### src/rtl/mc_controller.sv
// Multi-cycle CPU control unit: sequences fetch/decode/execute/memory/
// write-back, drives datapath controls, and counts retired instructions.
//
// state   | meaning
// --------+------------------------------------------------
// FETCH   | read instruction at PC, PC <= PC + 4
// DECODE  | read registers, precompute branch target
// MEMADR  | compute load/store effective address
// MEMRD   | load data read, waiting on mem_ready
// MEMWB   | load data written to rt
// MEMWR   | store data written, waiting on mem_ready
// EXEC    | R-type ALU operation
// ALUWB   | R-type result written to rd
// BRANCH  | beq compare, PC <= target when zero
// ADDIEX  | addi ALU operation
// ADDIWB  | addi result written to rt
// JUMP    | PC <= jump target
module mc_controller (
    input  logic        clk,
    input  logic        rst,
    input  logic [5:0]  opcode,
    input  logic        zero,
    input  logic        mem_ready,
    output logic        pc_we,
    output logic        iord,
    output logic        mem_we,
    output logic        ir_we,
    output logic        reg_dst,
    output logic        mem_to_reg,
    output logic        reg_we,
    output logic        alu_src_a,
    output logic [1:0]  alu_src_b,
    output logic [1:0]  alu_op,
    output logic [1:0]  pc_src,
    output logic [3:0]  state,
    output logic [31:0] instr_retired
);

    typedef enum logic [3:0] {
        FETCH  = 4'd0,
        DECODE = 4'd1,
        MEMADR = 4'd2,
        MEMRD  = 4'd3,
        MEMWB  = 4'd4,
        MEMWR  = 4'd5,
        EXEC   = 4'd6,
        ALUWB  = 4'd7,
        BRANCH = 4'd8,
        ADDIEX = 4'd9,
        ADDIWB = 4'd10,
        JUMP   = 4'd11
    } state_t;

    localparam logic [5:0] OP_RTYPE = 6'b000000;
    localparam logic [5:0] OP_LW    = 6'b100011;
    localparam logic [5:0] OP_SW    = 6'b101011;
    localparam logic [5:0] OP_BEQ   = 6'b000100;
    localparam logic [5:0] OP_ADDI  = 6'b001000;
    localparam logic [5:0] OP_J     = 6'b000010;

    state_t      state_q;
    state_t      state_d;
    logic [31:0] retired_q;
    logic        retire;

    // State register; reset drops straight back to FETCH from any state.
    always_ff @(posedge clk or posedge rst) begin
        if (rst) state_q <= FETCH;
        else     state_q <= state_d;
    end

    // Retire counter; only completed instructions count, so an unknown
    // opcode bouncing DECODE -> FETCH is excluded. Wraps silently.
    always_ff @(posedge clk or posedge rst) begin
        if (rst)         retired_q <= 32'd0;
        else if (retire) retired_q <= retired_q + 32'd1;
    end

    // Next-state selection and datapath control decode.
    always_comb begin
        state_d    = state_q;
        retire     = 1'b0;
        pc_we      = 1'b0;
        iord       = 1'b0;
        mem_we     = 1'b0;
        ir_we      = 1'b0;
        reg_dst    = 1'b0;
        mem_to_reg = 1'b0;
        reg_we     = 1'b0;
        alu_src_a  = 1'b0;
        alu_src_b  = 2'b00;
        alu_op     = 2'b00;
        pc_src     = 2'b00;
        case (state_q)
            FETCH: begin
                alu_src_b = 2'b01;
                // Gated by rst so no PC/IR write sneaks in while held in reset.
                pc_we     = mem_ready & ~rst;
                ir_we     = mem_ready & ~rst;
                if (mem_ready) state_d = DECODE;
            end
            DECODE: begin
                alu_src_b = 2'b11;
                case (opcode)
                    OP_LW, OP_SW: state_d = MEMADR;
                    OP_RTYPE:     state_d = EXEC;
                    OP_BEQ:       state_d = BRANCH;
                    OP_ADDI:      state_d = ADDIEX;
                    OP_J:         state_d = JUMP;
                    default:      state_d = FETCH;
                endcase
            end
            MEMADR: begin
                alu_src_a = 1'b1;
                alu_src_b = 2'b10;
                state_d   = (opcode == OP_LW) ? MEMRD : MEMWR;
            end
            MEMRD: begin
                iord = 1'b1;
                if (mem_ready) state_d = MEMWB;
            end
            MEMWB: begin
                mem_to_reg = 1'b1;
                reg_we     = 1'b1;
                state_d    = FETCH;
                retire     = 1'b1;
            end
            MEMWR: begin
                iord   = 1'b1;
                mem_we = 1'b1;
                if (mem_ready) begin
                    state_d = FETCH;
                    retire  = 1'b1;
                end
            end
            EXEC: begin
                alu_src_a = 1'b1;
                alu_op    = 2'b10;
                state_d   = ALUWB;
            end
            ALUWB: begin
                reg_dst = 1'b1;
                reg_we  = 1'b1;
                state_d = FETCH;
                retire  = 1'b1;
            end
            BRANCH: begin
                alu_src_a = 1'b1;
                alu_op    = 2'b01;
                pc_src    = 2'b01;
                pc_we     = zero;
                state_d   = FETCH;
                retire    = 1'b1;
            end
            ADDIEX: begin
                alu_src_a = 1'b1;
                alu_src_b = 2'b10;
                state_d   = ADDIWB;
            end
            ADDIWB: begin
                reg_we  = 1'b1;
                state_d = FETCH;
                retire  = 1'b1;
            end
            JUMP: begin
                pc_src  = 2'b10;
                pc_we   = 1'b1;
                state_d = FETCH;
                retire  = 1'b1;
            end
            default: state_d = FETCH;
        endcase
    end

    assign state         = state_q;
    assign instr_retired = retired_q;

endmodule

### config.mk
export PLATFORM = sky130hd
export DESIGN_NAME = mc_controller
export DESIGN_NICKNAME = d
export VERILOG_FILES = /design/src/rtl/mc_controller.sv
export SDC_FILE = /design/constraint.sdc
export NUM_CORES = 1
export LEC_CHECK = 0
export ABC_CLOCK_PERIOD_IN_PS = 2600
export BUFFER_PORTS_ARGS = -buffer_cell sky130_fd_sc_hd__buf_2
export CORE_UTILIZATION = 30
export CTS_BUF_LIST = sky130_fd_sc_hd__clkbuf_8
export DETAILED_ROUTE_END_ITERATION = 10
export PLACE_DENSITY = 0.58
export SKIP_CTS_REPAIR_TIMING = 1
export SLEW_MARGIN = 20
export SYNTH_ARGS = -nofsm -noshare
export SYNTH_HDL_FRONTEND = slang
export SYNTH_SLANG_ARGS = --single-unit
### constraint.sdc
create_clock -name clk -period 2.6 [get_ports clk]
set_clock_uncertainty 0.05 [all_clocks]
set_input_delay 0.26 -clock clk [delete_from_list [all_inputs] [get_ports clk]]
set_output_delay 0.26 -clock clk [all_outputs]
set_load 0.005 [all_outputs]
After elaboration in Yosys (flattened, before gate mapping)
Cells that the tools add are included.
- output and inout port bits: 50
- register bits: 36
- word-level logic and storage cells: 52
- input port bits: 10
- $add $sub $neg: 1
- bitwise gates (word level): 2
- reduce and logical (&&, ||, !) cells: 9
- muxes and demuxes: 19
- eq/ne operators: 19
- operators with widths (operator ; count):
    32-bit by 1-bit adder with 32-bit output (second input constant) ; 1
    4-bit case mux with 7 select lines ; 1
    4-bit case mux with 5 select lines ; 1
    4-bit by 3-bit == test with 1-bit output (second input constant) ; 4
    4-bit == test (second input constant) ; 4
    6-bit == test (second input constant) ; 2
    4-bit two-way mux ; 3
    4-bit by 2-bit == test with 1-bit output (second input constant) ; 2
    1-bit two-way mux ; 8
    2-bit case mux with 2 select lines ; 2
    6-bit by 2-bit == test with 1-bit output (second input constant) ; 1
    6-bit by 3-bit == test with 1-bit output (second input constant) ; 1
    6-bit by 4-bit == test with 1-bit output (second input constant) ; 1
    6-bit logical NOT ; 1
    2-bit inequality test (second input constant) ; 3
    2-bit case mux with 3 select lines ; 1
    2-bit OR reduction ; 3
    5-bit OR reduction ; 1
    4-bit by 1-bit == test with 1-bit output (second input constant) ; 1
    4-bit logical NOT ; 1
    4-bit OR reduction ; 1
    3-bit two-way mux ; 1
    1-bit case mux with 3 select lines ; 1
    3-bit AND reduction ; 1
    4 further kinds ; 4

Logic depth before layout (Yosys ltp)
Gate-level depths: netlist of the first run.
- depth after elaboration: 4
- mapped depth: 6
- depth with buffers taken out: 5

Worst setup path before layout of the first run
Ideal clock, no wire load.
- kind: flip-flop to flip-flop
- start point: register state_q[3] (netlist: state[3])
- end point: register retired_q[29] (netlist: instr_retired[29])
- arrival: 1833 ps
- stages on the path, launching flop included: 7
- period minus slack after synthesis: 2006 ps
- path slack: 594 ps
- path through: dfrtp_1 > buf_6 > nand2b_4 > o32a_4 > nor4_4 > nand4_1 > xnor2_1
- word-level cells in the longest chain between the ends: 3
- elaborated cells on any way between the ends: 8
- classes of those cells: 6 x eq/ne; 1 x mux; 1 x reduce/logical
- RTL lines (what ; line ; RTL):
    from (decl) ; 61 ; state_t state_q;
    from (signal assigned) ; 69 ; else state_q <= state_d;
    4-bit == test or 4-bit by 3-bit == test with 1-bit output (tied branches) ; 94 ; case (state_q)
    5-bit OR reduction (no source line) ; n/a ;
    1-bit case mux with 2 select lines * ; 94 ;
    to (signal assigned) ; 76 ; else if (retire) retired_q <= retired_q + 32'd1;
    to (decl) ; 63 ; logic [31:0] retired_q;
Mark *: on every way between the ends. The rest lies on a longest branch, timed or not.
A chain may end at the register's enable or synchronous reset.

Worst setup path in the final report of the first run
- start point: register state_q[0] (netlist: state[0])
- end point: register retired_q[29] (netlist: instr_retired[29])
The elaborated chain is that of the path after synthesis.

==> results of run 1 <==
==> through the flow <==
step | total power [W] | setup WS, ns | std cells
2_1_floorplan | 0.000798 | 0.594 | 187
4_1_cts | 0.00132 | 0.264 | 326
5_1_grt | 0.00139 | 0.0491 | 326
3_5_place_dp | 0.000897 | 0.281 | 319
6_report | 0.00130 | 0.277 | 326
3_3_place_gp | 0.000898 | 0.359 | 319
==> tightest hold or removal path: stages <==
cell and delay, ns:
buf_2 0.10, inv_1 0.07, buf_4 0.40
==> layout by cell type (no fill, tap or decap), types with 4 or more instances in the layout <==
cell,netlist,layout
buf_2,0,59
dfrtp_1,36,36
xnor2_1,21,21
nand2_1,16,16
nor2_1,14,14
nand3_1,14,14
xor2_1,12,12
nor3_1,11,11
nand4_1,9,9
clkbuf_8,0,7
nand2b_1,6,6
inv_1,4,4
and4_1,4,4
==> how the worst max path moves through the flow <==
stage	to	slack (ns)	cells past startpoint
floorplan	instr_retired[29]	0.59	6
finish	instr_retired[29]	0.28	5
CTS	instr_retired[29]	0.26	5
detailed placement	instr_retired[29]	0.28	5
global placement	instr_retired[29]	0.36	5
global route	instr_retired[14]	0.05	5
==> area by class of cell <==
type | count | area share
Sequential cell | 36 | 0.377
Inverter | 4 | 0.00628
Timing Repair Buffer | 62 | 0.133
Tap cell | 75 | 0.0393
Multi-Input combinational cell | 142 | 0.404
Clock buffer | 7 | 0.0403
==> routing by layer <==
metal	share of wire	up-vias	routed length, um	global-route usage
met2	0.46	56	1990	0.213
met1	0.48	755	2060	0.193
met4	0.0093	0	40	0.0456
li1	-	795	-	-
met5	0	-	0	0
met3	0.052	2	225	0.0333
==> power groups by stage <==
stage | Combinational [W] | Clock (W) | Sequential [W]
2_1_floorplan | 0.000144 | 0 | 0.000654
3_3_place_gp | 0.000228 | 0 | 0.000670
3_5_place_dp | 0.000225 | 0 | 0.000671
4_1_cts | 0.000227 | 0.000433 | 0.000660
5_1_grt | 0.000256 | 0.000462 | 0.000670
6_report | 0.000224 | 0.000418 | 0.000661
==> logic make-up (layout without fill, tap and decap cells) <==
group                    Yosys count  count (layout)  share of synthesized area
AND/OR/NAND/NOR                   90              90                      0.269
flip-flops                        36              36                      0.472
XOR/XNOR                          33              33                      0.151
AO/OA/AOI/OAI                     16              16                     0.0689
buffers and inverters              9              73                     0.0216
multiplexers                       2               2                     0.0105
adder cells (fa/ha/maj)            1               1                    0.00656
==> flip-flops by register name, summed over array words and instances, names as in the netlist <==
register,cells
instr_retired,32
state,4
==> flow_metrics.py, run 1 <==
metrics = {
    "grt": {
        "grt_overflow": 0,
        "antenna_found_initial": 0,
        "grt_max_degree": 37,
        "grt_pass1_vias": 1461,
        "track_usage": 0.140,
        "grt_pass1_wl_um": 7170,
    },
    "detailed_routing": {
        "vias": 1608,
        "drtIter0Drc": 67,
        "wire_per_inst_um": 13.2,
        "drt_pass1_iterations": 4,
        "ant_nets": 0,
        "drt_wl_total_um": 4320,
        "vias_per_cell": 4.93,
        "remaining_drc_errors": 0,
    },
    "die": {
        "die_area_sq_um": 6680,
        "start_util": 0.317,
        "dieWidth_um": 81.8,
        "dieHeight_um": 81.8,
        "rows": 28,
        "coreArea_sq_um": 6030,
        "io_pins": 60,
    },
    "worst_setup_path": {
        "path_cells": "nor2b_1 -> o32a_4 -> nor4_4 -> nand4_1 -> xnor2_1",
        "reg2reg_depth": 5,
        "criticalPathCategory": "flop to flop",
        "critical_path.max_stage_delay_ns": 0.60,
        "crit_path_top_delay_cell": "dfrtp_1",
        "crit_path_start_kind": "flop",
        "cp-end-kind": "flop",
        "worstPathMaxFanout": 15,
        "worstReg2RegStart": "state[0]",
        "critPathTopFamily": "simple AND/OR/NAND/NOR gates",
        "critPathLaunch": "state[0]",
        "crit_required_ns": 2.71,
        "worst_ep_arrival_time_ns": 2.44,
        "r2r_end": "instr_retired[29]",
        "cp_num_buf_inv": 0,
        "r2r_slack_ns": 0.28,
    },
    "sta": {
        "rsz0062_at_grt": "no",
        "finalHoldViolCount": 0,
        "drv_slew": 0,
        "min_period_over_period": 0.893,
        "tightest_slew_ns": 0.554,
        "setup_viol": 0,
        "max_slew_margin": 0.630,
        "max_freq_mhz": 431,
        "fin_tns_setup_ns": 0,
        "final.min_clock_period_ns": 2.32,
        "holdWs_ns": 0.0715,
    },
    "layout": {
        "n_antenna_cell": 0,
        "fill_cells": 606,
        "finalInstanceArea_sq_um": 2390,
        "seqCellArea_sq_um": 901,
        "drive_gt1_frac": 0.291,
        "fin_util": 0.397,
        "final_nets": 262,
        "area_growth_pct": 25.2,
        "multi_input_area_sq_um": 966,
    },
    "hold_path": {
        "worstHoldPathType": "primary input to async pin",
    },
    "power": {
        "powerDensity_nw_per_um2": 546,
        "power.switching_w": 0.000364,
        "p_int_w": 0.000940,
        "ir_drop_mv": 0.214,
        "leakagePower_nw": 1.21,
        "power_frac_comb": 0.172,
        "p_clk_frac": 0.321,
        "swShare": 0.279,
        "pwr-share-seq": 0.507,
    },
    "logic_synthesis": {
        "synth-main-ff-cell": "dfrtp_1",
        "synth_nets": 198,
        "synth_most_common_cell": "dfrtp_1",
        "yosys_warnings": 0,
        "post_synth.cell_area_avg_sq_um": 10.2,
        "ys_ff_latch": 36,
        "synth_edf_count": 0,
        "synthDistinctLibCells": 36,
        "synthArstFlopShare": 1.00,
        "yosys.area.top_type_share": 0.472,
        "synthTopCellsByCount": "36 x dfrtp_1, 21 x xnor2_1, 16 x nand2_1, 14 x nand3_1, 14 x nor2_1",
        "seq_area_frac_synth": 0.472,
        "yosys-top-cells-area": "dfrtp_1 47%, xnor2_1 9.6%, xor2_1 5.5%, nand3_1 3.7%, nand2_1 3.1%",
        "syn-cell-area_sq_um": 1910,
        "syn-instance-count": 187,
        "yosys.area.top_type": "dfrtp_1",
    },
    "clocking": {
        "cts_tree": "built",
        "cts.sinks": 36,
        "root_buffer": "clkbuf_8",
        "numCtsBuffers": 5,
        "cts_buffer_depth": 2,
        "htreeDepth": 2,
        "clk_latency_ns": 0.28,
        "clk_pin_slew_ns": 0.07,
    },
    "placement": {
        "placed_area_sq_um": 2290,
        "dpl.hpwl_um": 3100,
        "portBuffers": 59,
        "place_congestion": 0.852,
    },
    "job": {
        "cap_violations": 0,
    },
    "outcome": {
        "status": "finished clean",
    },
}
Power figures use the tool's default switching activity.
==> inputs of run 2 (changes only) <==
==> constraint.sdc (replaced) <==
create_clock -name clk -period 2.6 [get_ports clk]
set_clock_uncertainty 0.05 [all_clocks]
set_input_delay 0.52 -clock clk [delete_from_list [all_inputs] [get_ports clk]]
set_output_delay 0.52 -clock clk [all_outputs]
set_load 0.005 [all_outputs]
==> flow_metrics.py, run 2 (same netlist as run 1, synthesis figures left out) <==
metrics = {
    "worst_setup_path": {
        "worstPathMaxFanout": 15,
        "path_cells": "nor2b_1 -> o32a_4 -> nor4_4 -> nand4_1 -> xnor2_1",
        "cp-end-kind": "flop",
        "critPathTopFamily": "simple AND/OR/NAND/NOR gates",
        "worst_ep_arrival_time_ns": 2.42,
        "crit_path_start_kind": "flop",
        "crit_required_ns": 2.73,
        "criticalPathCategory": "flop to flop",
        "cp_num_buf_inv": 0,
        "critical_path.max_stage_delay_ns": 0.59,
        "crit_path_top_delay_cell": "dfrtp_1",
    },
    "die": {
        "rows": 28,
        "die_area_sq_um": 6680,
        "io_pins": 60,
        "dieHeight_um": 81.8,
        "dieWidth_um": 81.8,
        "start_util": 0.317,
        "coreArea_sq_um": 6030,
    },
    "layout": {
        "largest_reg_flops": 32,
        "n_antenna_cell": 0,
        "seqCellArea_sq_um": 901,
        "fin_util": 0.396,
        "fill_cells": 613,
        "final_cell_mix": "59 x buf_2, 36 x dfrtp_1, 21 x xnor2_1, 16 x nand2_1",
        "final_nets": 262,
        "multi_input_area_sq_um": 966,
        "final_common_cell": "buf_2",
        "drive_gt1_frac": 0.286,
        "area_growth_pct": 24.9,
    },
    "grt": {
        "grt_pass1_wl_um": 7180,
        "grt_pass1_vias": 1435,
        "track_usage": 0.142,
        "antenna_found_initial": 0,
        "grt_max_degree": 37,
        "grt_overflow": 0,
    },
    "clocking": {
        "clk_latency_ns": 0.29,
        "root_buffer": "clkbuf_8",
        "htreeDepth": 2,
        "numCtsBuffers": 5,
        "cts.sinks": 36,
        "cts_buffer_depth": 2,
        "cts_tree": "built",
        "clk_pin_slew_ns": 0.07,
    },
    "placement": {
        "portBuffers": 59,
        "dpl.hpwl_um": 3050,
        "place_congestion": 0.822,
    },
    "detailed_routing": {
        "vias": 1585,
        "drt_wl_total_um": 4260,
        "drt_pass1_iterations": 4,
        "drtIter0Drc": 74,
        "ant_nets": 0,
        "remaining_drc_errors": 0,
        "wire_per_inst_um": 13.0,
        "vias_per_cell": 4.85,
    },
    "sta": {
        "rsz0062_at_grt": "no",
        "setup_viol": 0,
        "fin_tns_setup_ns": 0,
        "final.min_clock_period_ns": 2.30,
        "drv_slew": 0,
        "min_period_over_period": 0.883,
        "max_freq_mhz": 435,
        "tightest_slew_ns": 0.572,
        "finalHoldViolCount": 0,
        "max_slew_margin": 0.617,
    },
    "job": {
        "cap_violations": 0,
    },
    "hold_path": {
        "worstHoldPathType": "primary input to async pin",
    },
    "outcome": {
        "status": "finished clean",
    },
    "power": {
        "ir_drop_mv": 0.246,
        "leakagePower_nw": 1.21,
        "powerDensity_nw_per_um2": 539,
    },
}
[run 2: cell count changes in the layout (fill, tap and decap cells not counted)]
| cell | previous run | this run |
|---|---|---|
| inv_1 | 4 | 6 |
| clkbuf_8 | 7 | 6 |
[run 2: area by class of cell]
cell class,instances,area share
well taps,75,0.0394
inverters,4,0.00630
repair buffers,62,0.133
multi-input cells,142,0.405
clock buffers,6,0.0346
flip-flops and latches,36,0.378
clock inverters,2,0.00315
[run 2: worst reg2reg max path, delay by kind of cell, from the launching register on]
| kind | cells | cell delay (ns) |
|---|---|---|
| AO/OA/AOI/OAI | 1 | 0.45 |
| XOR/XNOR | 1 | 0.16 |
| flip-flops | 1 | 0.59 |
| AND/OR/NAND/NOR | 3 | 0.93 |
[run 2: worst paths after layout]
check,startpoint,slack (ns),cells past startpoint,end
worst max-delay path,state[0],0.30,5,instr_retired[29]
worst min-delay path,rst,0.31,3,state[0]
worst max register to register,state[0],0.30,5,instr_retired[29]
worst min register to register,instr_retired[31],0.43,1,instr_retired[31]
max in group asynchronous,rst,1.85,3,instr_retired[13]
min in group clk,instr_retired[31],0.43,1,instr_retired[31]
[run 2: layer usage]
layer	track usage	vias up	wire length, um
li1	-	792	-
met1	0.198	732	2020
met2	0.208	55	1900
met3	0.0333	6	263
met4	0.0579	0	74
met5	0	-	0
[run 2: where the power goes]
part	switching, W	total, W	internal (W)
combinational	0.000117	0.000227	0.000110
clock	0.000190	0.000398	0.000208
sequential	0.0000652	0.000659	0.000594
total	0.000372	0.00128	0.000912
[run 2: per-stage QoR]
stage | instance area [sq um] | cells | power, W | hold slack (ns) | setup slack [ns]
after CTS | 2380 | 327 | 0.00130 | 0.319 | 0.279
after global routing | 2380 | 327 | 0.00137 | 0.356 | 0.0994
after global placement | 2290 | 319 | 0.000898 | 0.418 | 0.345
final | 2380 | 327 | 0.00128 | 0.310 | 0.304
after detailed placement | 2290 | 319 | 0.000897 | 0.428 | 0.288
after floorplan | 1910 | 187 | 0.000798 | 0.418 | 0.261
==> inputs of run 3 (changes only) <==
PLACE_DENSITY = default   (was 0.58)
RECOVER_POWER = 100   (was default)
==> flow_metrics.py, run 3 (same netlist as run 1, synthesis figures left out) <==
metrics = {
    "layout": {
        "n_antenna_cell": 0,
        "final_nets": 262,
        "largest_reg_flops": 32,
        "area_growth_pct": 23.0,
        "final_cell_mix": "36 x dfrtp_1, 30 x buf_2, 27 x clkbuf_1, 21 x xnor2_1, 16 x nand2_1",
        "fill_cells": 609,
        "drive_gt1_frac": 0.171,
        "final_common_cell": "dfrtp_1",
        "final_cells": 327,
        "finalInstanceArea_sq_um": 2350,
    },
    "grt": {
        "grt_max_degree": 37,
        "grt_pass1_vias": 1415,
        "grt_overflow": 0,
        "grt_pass1_wl_um": 6760,
        "antenna_found_initial": 0,
        "track_usage": 0.134,
    },
    "worst_setup_path": {
        "cp_num_buf_inv": 0,
        "cp-end-kind": "flop",
        "crit_path_start_kind": "flop",
        "path_cells": "nor2b_1 -> o32a_1 -> nor4_4 -> nand4_1 -> xnor2_1",
        "critPathTopFamily": "simple AND/OR/NAND/NOR gates",
        "criticalPathCategory": "flop to flop",
        "worst_ep_arrival_time_ns": 2.48,
        "critical_path.max_stage_delay_ns": 0.59,
        "crit_path_top_delay_cell": "dfrtp_1",
        "crit_required_ns": 2.73,
        "worstPathMaxFanout": 15,
    },
    "clocking": {
        "clk_pin_slew_ns": 0.07,
        "clk_latency_ns": 0.29,
        "numCtsBuffers": 5,
        "cts_buffer_depth": 2,
        "root_buffer": "clkbuf_8",
        "cts_tree": "built",
        "htreeDepth": 2,
        "cts.sinks": 36,
    },
    "sta": {
        "tightest_slew_ns": 0.889,
        "finalHoldViolCount": 0,
        "max_slew_margin": 0.407,
        "drv_slew": 0,
        "rsz0062_at_grt": "no",
        "final.min_clock_period_ns": 2.35,
        "setup_viol": 0,
        "fin_tns_setup_ns": 0,
        "min_period_over_period": 0.905,
        "max_freq_mhz": 425,
    },
    "placement": {
        "place_congestion": 0.815,
        "placed_cells": 319,
        "portBuffers": 59,
        "placed_area_sq_um": 2290,
        "dpl.hpwl_um": 3050,
    },
    "power": {
        "power.switching_w": 0.000380,
        "p_int_w": 0.000975,
        "powerDensity_nw_per_um2": 578,
        "pwr-share-seq": 0.492,
        "p_clk_frac": 0.354,
        "ir_drop_mv": 0.235,
        "power_frac_comb": 0.155,
        "leakagePower_nw": 1.09,
        "swShare": 0.281,
    },
    "outcome": {
        "status": "finished clean",
    },
    "detailed_routing": {
        "drtIter0Drc": 70,
        "drt_pass1_iterations": 4,
        "ant_nets": 0,
        "vias_per_cell": 4.84,
        "drt_wl_total_um": 4200,
        "remaining_drc_errors": 0,
        "wire_per_inst_um": 12.8,
        "vias": 1582,
    },
    "die": {
        "dieHeight_um": 81.8,
        "die_area_sq_um": 6680,
        "coreArea_sq_um": 6030,
        "dieWidth_um": 81.8,
        "rows": 28,
        "start_util": 0.317,
        "io_pins": 60,
    },
    "job": {
        "cap_violations": 0,
    },
    "hold_path": {
        "worstHoldPathType": "flop to flop",
    },
}
## run 3: cell type report
cell class,count,area (sq um),share of cell area
inverters,4,15.0,0.00640
well taps,75,93.8,0.0400
clock inverters,3,38.8,0.0165
flip-flops and latches,36,901,0.384
clock buffers,5,68.8,0.0293
multi-input cells,142,953,0.406
repair buffers,62,277,0.118
## run 3: through the flow
step | setup WS, ns | hold slack [ns] | total power, W | utilization
after floorplan | 0.261 | 0.418 | 0.000798 | -
after global placement | 0.373 | 0.414 | 0.000894 | 0.381
after detailed placement | 0.285 | 0.426 | 0.000895 | 0.381
after CTS | 0.254 | 0.340 | 0.00138 | 0.398
after global routing | 0.0590 | 0.457 | 0.00143 | 0.390
final | 0.248 | 0.437 | 0.00136 | 0.390
## run 3: metal layers
metal	wire, um	vias up	track usage
li1	-	793	-
met1	1980	737	0.170
met3	219	6	0.0311
met5	0	-	0
met4	84	0	0.0632
met2	1920	46	0.214
## run 3: worst paths after layout
| check | slack (ns) | start | cells after the start | endpoint |
|---|---|---|---|---|
| min in group asynchronous | 0.48 | rst | 3 | instr_retired[6] |
| min reg2reg | 0.44 | instr_retired[27] | 1 | instr_retired[27] |
| max | 0.25 | state[0] | 5 | instr_retired[31] |
| min | 0.44 | instr_retired[27] | 1 | instr_retired[27] |
| max reg2reg | 0.25 | state[0] | 5 | instr_retired[31] |
| max in group asynchronous | 1.47 | rst | 3 | instr_retired[24] |
## run 3: worst register-to-register path, stage by stage (launching register included)
cell	delay, ns
dfrtp_1	0.59
nor2b_1	0.17
o32a_1	0.49
nor4_4	0.59
nand4_1	0.19
xnor2_1	0.17
## run 3: power by group through the flow
stage                     Sequential [W]  Clock [W]  Combinational [W]
after floorplan                 0.000654          0           0.000144
after global placement          0.000673          0           0.000221
after detailed placement        0.000675          0           0.000221
after CTS                       0.000665   0.000492           0.000221
after global routing            0.000674   0.000516           0.000237
final                           0.000667   0.000479           0.000210
